### src/rtl/bnn_tx_pkg.sv
// bnn_tx_pkg: shared definitions for the BNN bit-serial load transmitter.
//   - tx_state_e : transmitter FSM states
//   - *_PIN      : bit positions of mode / pixel / weight pins on ui_in[]
//   - pix_bytes(), wgt_bytes() : byte counts per frame for a given bit count
package bnn_tx_pkg;

    typedef enum logic [2:0] {
        ST_IDLE,
        ST_PRIME,
        ST_LEAD,
        ST_SEND,
        ST_DONE,
        ST_ERR
    } tx_state_e;

    localparam int MODE_PIN     = 0;
    localparam int PIX_PIN      = 1;
    localparam int WGT_PIN      = 2;

    localparam int BYTE_W       = 8;
    localparam int PIX_BITS_DEF = 784;
    localparam int WGT_BITS_DEF = 2320;

    function automatic int pix_bytes(input int bits);
        return bits / BYTE_W;
    endfunction

    function automatic int wgt_bytes(input int bits);
        return bits / BYTE_W;
    endfunction

endpackage

### src/rtl/bnn_tx_lane.sv
// bnn_tx_lane: one serial lane of the load transmitter.
//   A 1-byte holding buffer fed by a valid/ready byte stream, an 8-bit shift register
//   that emits MSB first, and a count of bytes accepted/loaded for the current frame.
// Ports:
//   clk_i, rst_i   clock, synchronous active-high reset (flushes buffers)
//   clr_i          start of frame: flush buffers and byte counters
//   en_i           stream acceptance enabled (frame in progress)
//   load_i         move the first byte from hold into the shift register
//   shift_i        one bit goes out this cycle
//   data_i/valid_i/ready_o   byte stream
//   hold_full_o    holding buffer occupied
//   bit_o          current serial bit (0 once the lane has no data left)
//   underflow_o    a reload is due this cycle but the hold buffer is empty
module bnn_tx_lane
    import bnn_tx_pkg::*;
#(
    parameter int NBYTES = 98
) (
    input  logic              clk_i,
    input  logic              rst_i,
    input  logic              clr_i,
    input  logic              en_i,
    input  logic              load_i,
    input  logic              shift_i,
    input  logic [BYTE_W-1:0] data_i,
    input  logic              valid_i,
    output logic              ready_o,
    output logic              hold_full_o,
    output logic              bit_o,
    output logic              underflow_o
);

    localparam int            CW = $clog2(NBYTES + 1);
    localparam logic [CW-1:0] NB = CW'(NBYTES);

    logic [BYTE_W-1:0] hold_q, hold_d;
    logic [BYTE_W-1:0] sh_q, sh_d;
    logic              hold_full_q, hold_full_d;
    logic              sh_vld_q, sh_vld_d;
    logic [2:0]        pos_q, pos_d;
    logic [CW-1:0]     acc_q, acc_d;
    logic [CW-1:0]     ld_q, ld_d;
    logic              accept, reload, take;

    assign ready_o     = en_i && !hold_full_q && (acc_q < NB);
    assign accept      = valid_i && ready_o;
    // A reload is due when the 8th bit leaves and the frame still has bytes to load.
    assign reload      = shift_i && sh_vld_q && (pos_q == 3'd7) && (ld_q < NB);
    assign underflow_o = reload && !hold_full_q;
    assign take        = hold_full_q && (load_i || reload);
    assign hold_full_o = hold_full_q;
    assign bit_o       = sh_vld_q && sh_q[BYTE_W-1];

    always_comb begin
        hold_d      = hold_q;
        hold_full_d = hold_full_q;
        sh_d        = sh_q;
        sh_vld_d    = sh_vld_q;
        pos_d       = pos_q;
        acc_d       = acc_q;
        ld_d        = ld_q;
        if (clr_i) begin
            hold_full_d = 1'b0;
            sh_vld_d    = 1'b0;
            pos_d       = 3'd0;
            acc_d       = '0;
            ld_d        = '0;
        end else begin
            if (shift_i && sh_vld_q) begin
                sh_d  = {sh_q[BYTE_W-2:0], 1'b0};
                pos_d = pos_q + 3'd1;
                if (pos_q == 3'd7) begin
                    sh_vld_d = 1'b0;
                end
            end
            // Reload reads the old hold value; a byte accepted the same cycle refills hold.
            if (take) begin
                sh_d        = hold_q;
                sh_vld_d    = 1'b1;
                pos_d       = 3'd0;
                ld_d        = ld_q + CW'(1);
                hold_full_d = 1'b0;
            end
            if (accept) begin
                hold_d      = data_i;
                hold_full_d = 1'b1;
                acc_d       = acc_q + CW'(1);
            end
        end
    end

    always_ff @(posedge clk_i) begin
        if (rst_i) begin
            hold_full_q <= 1'b0;
            sh_vld_q    <= 1'b0;
            pos_q       <= 3'd0;
            acc_q       <= '0;
            ld_q        <= '0;
        end else begin
            hold_full_q <= hold_full_d;
            sh_vld_q    <= sh_vld_d;
            pos_q       <= pos_d;
            acc_q       <= acc_d;
            ld_q        <= ld_d;
        end
        hold_q <= hold_d;
        sh_q   <= sh_d;
    end

endmodule

### src/rtl/bnn_load_tx.sv
// bnn_load_tx: host-side serializer for the BNN bit-serial load interface.
//   Accepts pixel and weight bytes on two valid/ready streams and drives the chip's
//   ui_in[0] (mode), ui_in[1] (pixel bit) and ui_in[2] (weight bit), one bit per lane per clk.
// Ports:
//   clk, reset (sync, active-high), start (frame request, honoured only when idle)
//   pix_data/pix_valid/pix_ready, wgt_data/wgt_valid/wgt_ready : byte streams, MSB first
//   mode_o, pix_bit_o, wgt_bit_o : registered load pins
//   busy (PRIME/LEAD/SEND), done (1-cycle pulse), underflow (sticky), bit_cnt (weight bits sent)
// Optional build macro BNN_TX_CHECKSUM_EN adds pix_ones[9:0] / wgt_ones[11:0]: popcount of
//   data bits sent this frame, cleared at start, valid with done.
module bnn_load_tx
    import bnn_tx_pkg::*;
#(
    parameter int PIX_BITS = PIX_BITS_DEF,
    parameter int WGT_BITS = WGT_BITS_DEF,
    parameter int LEAD     = 1
) (
    input  logic        clk,
    input  logic        reset,
    input  logic        start,
    input  logic [7:0]  pix_data,
    input  logic        pix_valid,
    output logic        pix_ready,
    input  logic [7:0]  wgt_data,
    input  logic        wgt_valid,
    output logic        wgt_ready,
    output logic        mode_o,
    output logic        pix_bit_o,
    output logic        wgt_bit_o,
    output logic        busy,
    output logic        done,
    output logic        underflow,
    output logic [11:0] bit_cnt
`ifdef BNN_TX_CHECKSUM_EN
    ,
    output logic [9:0]  pix_ones,
    output logic [11:0] wgt_ones
`endif
);

    localparam int             LCW       = (LEAD > 1) ? $clog2(LEAD) : 1;
    localparam logic [LCW-1:0] LEAD_LAST = LCW'(LEAD - 1);
    localparam logic [11:0]    WGT_MAX   = 12'(WGT_BITS);

    tx_state_e      state_q, state_d;
    logic [LCW-1:0] lead_q, lead_d;
    logic [11:0]    bitcnt_q, bitcnt_d;
    logic [2:0]     pins_q, pins_d;
    logic           done_q, done_d;
    logic           unf_q, unf_d;

    logic lane_clr, lane_en, lane_load, lane_shift;
    logic pix_full, wgt_full, pix_bit, wgt_bit, pix_unf, wgt_unf;

    bnn_tx_lane #(.NBYTES(pix_bytes(PIX_BITS))) u_pix (
        .clk_i      (clk),
        .rst_i      (reset),
        .clr_i      (lane_clr),
        .en_i       (lane_en),
        .load_i     (lane_load),
        .shift_i    (lane_shift),
        .data_i     (pix_data),
        .valid_i    (pix_valid),
        .ready_o    (pix_ready),
        .hold_full_o(pix_full),
        .bit_o      (pix_bit),
        .underflow_o(pix_unf)
    );

    bnn_tx_lane #(.NBYTES(wgt_bytes(WGT_BITS))) u_wgt (
        .clk_i      (clk),
        .rst_i      (reset),
        .clr_i      (lane_clr),
        .en_i       (lane_en),
        .load_i     (lane_load),
        .shift_i    (lane_shift),
        .data_i     (wgt_data),
        .valid_i    (wgt_valid),
        .ready_o    (wgt_ready),
        .hold_full_o(wgt_full),
        .bit_o      (wgt_bit),
        .underflow_o(wgt_unf)
    );

    // Pins are registered from the current state, so they trail the state by one clk.
    always_comb begin
        state_d    = state_q;
        lead_d     = lead_q;
        bitcnt_d   = bitcnt_q;
        pins_d     = 3'b000;
        done_d     = 1'b0;
        unf_d      = unf_q;
        lane_clr   = 1'b0;
        lane_en    = 1'b0;
        lane_load  = 1'b0;
        lane_shift = 1'b0;
        case (state_q)
            ST_IDLE: begin
                if (start) begin
                    state_d  = ST_PRIME;
                    unf_d    = 1'b0;
                    bitcnt_d = 12'd0;
                    lane_clr = 1'b1;
                end
            end
            ST_PRIME: begin
                lane_en = 1'b1;
                if (pix_full && wgt_full) begin
                    lane_load = 1'b1;
                    lead_d    = '0;
                    state_d   = ST_LEAD;
                end
            end
            ST_LEAD: begin
                lane_en          = 1'b1;
                pins_d[MODE_PIN] = 1'b1;
                if (lead_q == LEAD_LAST) begin
                    state_d = ST_SEND;
                end else begin
                    lead_d = lead_q + LCW'(1);
                end
            end
            ST_SEND: begin
                lane_en    = 1'b1;
                lane_shift = 1'b1;
                if (pix_unf || wgt_unf) begin
                    // The starved bit is not sent: pins drop together with underflow.
                    unf_d   = 1'b1;
                    state_d = ST_ERR;
                end else begin
                    pins_d[MODE_PIN] = 1'b1;
                    pins_d[PIX_PIN]  = pix_bit;
                    pins_d[WGT_PIN]  = wgt_bit;
                    if (bitcnt_q < WGT_MAX) begin
                        bitcnt_d = bitcnt_q + 12'd1;
                    end
                    if (bitcnt_q == WGT_MAX - 12'd1) begin
                        state_d = ST_DONE;
                    end
                end
            end
            ST_DONE: begin
                done_d  = 1'b1;
                state_d = ST_IDLE;
            end
            ST_ERR: begin
                state_d = ST_IDLE;
            end
            default: begin
                state_d = ST_IDLE;
            end
        endcase
    end

    always_ff @(posedge clk) begin
        if (reset) begin
            state_q  <= ST_IDLE;
            lead_q   <= '0;
            bitcnt_q <= 12'd0;
            pins_q   <= 3'b000;
            done_q   <= 1'b0;
            unf_q    <= 1'b0;
        end else begin
            state_q  <= state_d;
            lead_q   <= lead_d;
            bitcnt_q <= bitcnt_d;
            pins_q   <= pins_d;
            done_q   <= done_d;
            unf_q    <= unf_d;
        end
    end

    assign mode_o    = pins_q[MODE_PIN];
    assign pix_bit_o = pins_q[PIX_PIN];
    assign wgt_bit_o = pins_q[WGT_PIN];
    assign busy      = (state_q == ST_PRIME) || (state_q == ST_LEAD) || (state_q == ST_SEND);
    assign done      = done_q;
    assign underflow = unf_q;
    assign bit_cnt   = bitcnt_q;

`ifdef BNN_TX_CHECKSUM_EN
    logic [9:0]  pones_q, pones_d;
    logic [11:0] wones_q, wones_d;

    // Counts only bits actually driven as data; lead and pad cycles carry 0 anyway.
    always_comb begin
        pones_d = pones_q;
        wones_d = wones_q;
        if ((state_q == ST_IDLE) && start) begin
            pones_d = 10'd0;
            wones_d = 12'd0;
        end else if ((state_q == ST_SEND) && !(pix_unf || wgt_unf)) begin
            pones_d = pones_q + 10'(pix_bit);
            wones_d = wones_q + 12'(wgt_bit);
        end
    end

    always_ff @(posedge clk) begin
        if (reset) begin
            pones_q <= 10'd0;
            wones_q <= 12'd0;
        end else begin
            pones_q <= pones_d;
            wones_q <= wones_d;
        end
    end

    assign pix_ones = pones_q;
    assign wgt_ones = wones_q;
`endif

endmodule

### config.mk
export PLATFORM = sky130hd
export DESIGN_NAME = bnn_load_tx
export DESIGN_NICKNAME = d
export VERILOG_FILES = /design/src/rtl/bnn_tx_pkg.sv /design/src/rtl/bnn_tx_lane.sv /design/src/rtl/bnn_load_tx.sv
export SDC_FILE = /design/constraint.sdc
export NUM_CORES = 1
export LEC_CHECK = 0
export BUFFER_PORTS_ARGS = -buffer_cell sky130_fd_sc_hd__buf_2
export CAP_MARGIN = 15
export CORE_AREA = 2 2 113 115
export CTS_CLUSTER_DIAMETER = 120
export DETAILED_ROUTE_END_ITERATION = 6
export DIE_AREA = 0 0 115 117
export MAX_ROUTING_LAYER = met4
export PLACE_DENSITY = 0.55
export SYNTH_ARGS = -nofsm -noshare
export SYNTH_HDL_FRONTEND = slang
export SYNTH_SLANG_ARGS = --single-unit
### constraint.sdc
create_clock -name clk -period 2.2 [get_ports clk]
set_input_delay 0.11 -clock clk [delete_from_list [all_inputs] [get_ports clk]]
set_output_delay 0.11 -clock clk [all_outputs]
set_load 0.02 [all_outputs]
==> results.yml <==
outcome:
  status: "completed"
global_route:
  grt_max_degree: 37
  antenna_found_initial: 0
  grt_overflow: 0
  grt_use_total: 0.142
  grt_pass1_vias: 2994
  grt_pass1_wl_um: 14400
synthesis:
  synthArstFlopShare: 0
  yosysSeqAreaShare: 0.522
  ys_ff_latch: 94
  synth_cells: 391
  synth.distinct_cells: 55
  netlist_area_mm2: 0.00422
  synth-edff-count: 32
  synthFlopType: "dfxtp_1"
  yosys_warnings: 0
  synth.avg_cell_area_um2: 10.8
  synth.net_count: 421
setup_path:
  cpPeakStageDelay_ps: 570
  worst_path_max_delay_cell: "or4_4"
  start_kind: "flip-flop"
  endpoint_kind: "flip-flop"
  cp_max_fo: 11
  critPathKind: "reg2reg"
  path_cells: "or4_4 > a2111oi_4 > buf_4 > mux2i_1 > nor2_1"
  cp_data_required_time_ps: 2440
  cp.arrival_ps: 2290
  critical-path-top-delay-family: "simple AND/OR/NAND/NOR gates"
  crit_buf_inv: 1
timing:
  tns_ps: 0
  worst_pin_slew_ps: 557
  period_share: 0.933
  slew_viol_final: 0
  max_freq_mhz: 487
  rsz0062_at_grt: "no"
  setup_viol: 0
  maxSlewHeadroom: 0.628
  fin_ws_ps: 146
  hold_viol_final: 0
  period_minus_slack_ps: 2050
  clock_skew_ps: 8.73
clock_network:
  cts_buffers: 9
  clock-root-buffer: "clkbuf_16"
  clk_latency_ps: 350
  cts_tree: "built"
  cts.clk_slew.worst_paths_ps: 70
  cts.sink_count: 94
  htree_levels: 3
  clk_path_buf_depth: 2
  cts_setup_buffers: 0
floorplanning:
  die_x_um: 115
  start_util: 0.342
  core_mm2: 0.0123
  num_rows: 41
  ios: 41
  die_area_mm2: 0.0135
  die_h_um: 117
routing:
  drtAntennaViolNets: 0
  wl_um: 8510
  num_vias: 3126
  wire_per_inst_um: 13.6
  dr.pass1.iters: 4
  via_per_inst: 4.99
  drt_iter0_markers: 122
  drc: 0
pwr:
  p_leak_nw: 1.97
  power_density_mw_per_mm2: 717
  power.ir.vdd_worst_mv: 0.353
  total_power_mw: 3.74
job:
  max_cap_viol_count: 0
placed_design:
  place.gp.congestion: 0.797
  dp_slack_ps: 152
  io_buffers: 40
  dpl_cell_area_mm2: 0.00473
  dpl.hpwl_um: 5930
final_layout:
  area_growth_pct: 23.6
  drive_gt1_frac: 0.235
  final_cell_mix: "dfxtp_1 (62), nor2_1 (43), buf_2 (40)"
  layout_commonest_cell: "dfxtp_1"
  nNetsFinal: 502
  fin_area_mm2: 0.00521
  diodes: 0
hold_path:
  hp-class: "in2reg"
power by group:
group	internal, mW	switching [mW]	total [mW]	leakage (nW)
Clock	0.998	0.664	1.66	0.146
Sequential	1.82	0.0164	1.84	0.802
Combinational	0.0989	0.133	0.232	1.02
Total	2.92	0.814	3.74	1.97
cell usage after synthesis (6+ instances only):
cell,number,share of area
and2_1,6,0.0089
mux2_2,15,0.040
and3_1,7,0.010
xor2_1,13,0.027
o21ai_0,10,0.012
a21oi_1,22,0.026
nand3_1,15,0.018
ha_1,9,0.027
mux2i_1,7,0.017
dfxtp_1,62,0.29
or3_1,8,0.012
nor3_1,9,0.011
nand4_1,15,0.022
nand2_1,23,0.020
nor2_1,43,0.038
edfxtp_1,32,0.23
clkbuf_1,9,0.0080
xnor2_1,14,0.029
cell type report:
type | count | area [um2]
clock buffers | 11 | 233
clock inverters | 5 | 83.8
fillers | 1182 | 7100
inverters | 4 | 15.0
multi-input cells | 276 | 1880
flip-flops and latches | 94 | 2200
well taps | 150 | 188
repair buffers | 87 | 606
layer usage:
metal | share of wire | GRT usage | vias up | wire length [um]
met2 | 0.46 | 0.215 | 44 | 3890
met3 | 0.035 | 0.0319 | 16 | 297
met4 | 0.027 | 0.0731 | 0 | 233
met1 | 0.48 | 0.177 | 1467 | 4090
li1 | - | - | 1599 | -
met5 | 0 | - | - | 0
logic make-up (layout without fill, tap and decap cells):
| logic type | after synthesis | after routing | share of synthesized area |
|---|---|---|---|
| AND/OR/NAND/NOR | 154 | 154 | 0.195 |
| flip-flops | 94 | 94 | 0.522 |
| AO/OA/AOI/OAI | 64 | 64 | 0.112 |
| XOR/XNOR | 27 | 27 | 0.0561 |
| multiplexers | 22 | 22 | 0.0567 |
| buffers and inverters | 21 | 107 | 0.0309 |
| adder cells (fa/ha/maj) | 9 | 9 | 0.0267 |
path summary, 6_finish.rpt:
check	from	endpoint	slack, ps	cells past startpoint
setup reg to reg	u_pix.acc_q[1]$_SDFFE_PP0P_	u_pix.acc_q[1]$_SDFFE_PP0P_	150	5
hold reg to reg	u_pix.sh_vld_q$_SDFFE_PP0P_	u_pix.sh_vld_q$_SDFFE_PP0P_	460	2
hold / removal	reset	bit_cnt[0]$_SDFFE_PP0P_	60	2
setup / recovery	u_pix.acc_q[1]$_SDFFE_PP0P_	u_pix.acc_q[1]$_SDFFE_PP0P_	150	5
stage by stage:
step / instances / util / hold slack (ps)
6_report: 627 / 0.423 / 58.9
5_1_grt: 627 / 0.423 / 66.2
4_1_cts: 627 / 0.423 / 42.9
3_3_place_gp: 595 / 0.385 / 286
2_1_floorplan: 391 / - / 209
3_5_place_dp: 595 / 0.385 / 288
flip-flops by register name, summed over array words and instances (netlist names), 3 cells and up:
signal / flops
u_pix.sh_q: 8
u_wgt.pos_q: 3
u_pix.hold_q: 8
u_pix.ld_q: 7
bit_cnt: 12
state_q: 3
u_wgt.acc_q: 9
u_pix.pos_q: 3
u_wgt.sh_q: 8
u_wgt.hold_q: 8
pins_q: 3
u_pix.acc_q: 7
u_wgt.ld_q: 9
timing repair:
action,4_1_cts,5_1_grt
gates resized for setup,0,0
hold buffers,16,0
hold endpoints to repair,16,0
No activity file was read; power rests on OpenSTA's default activity.
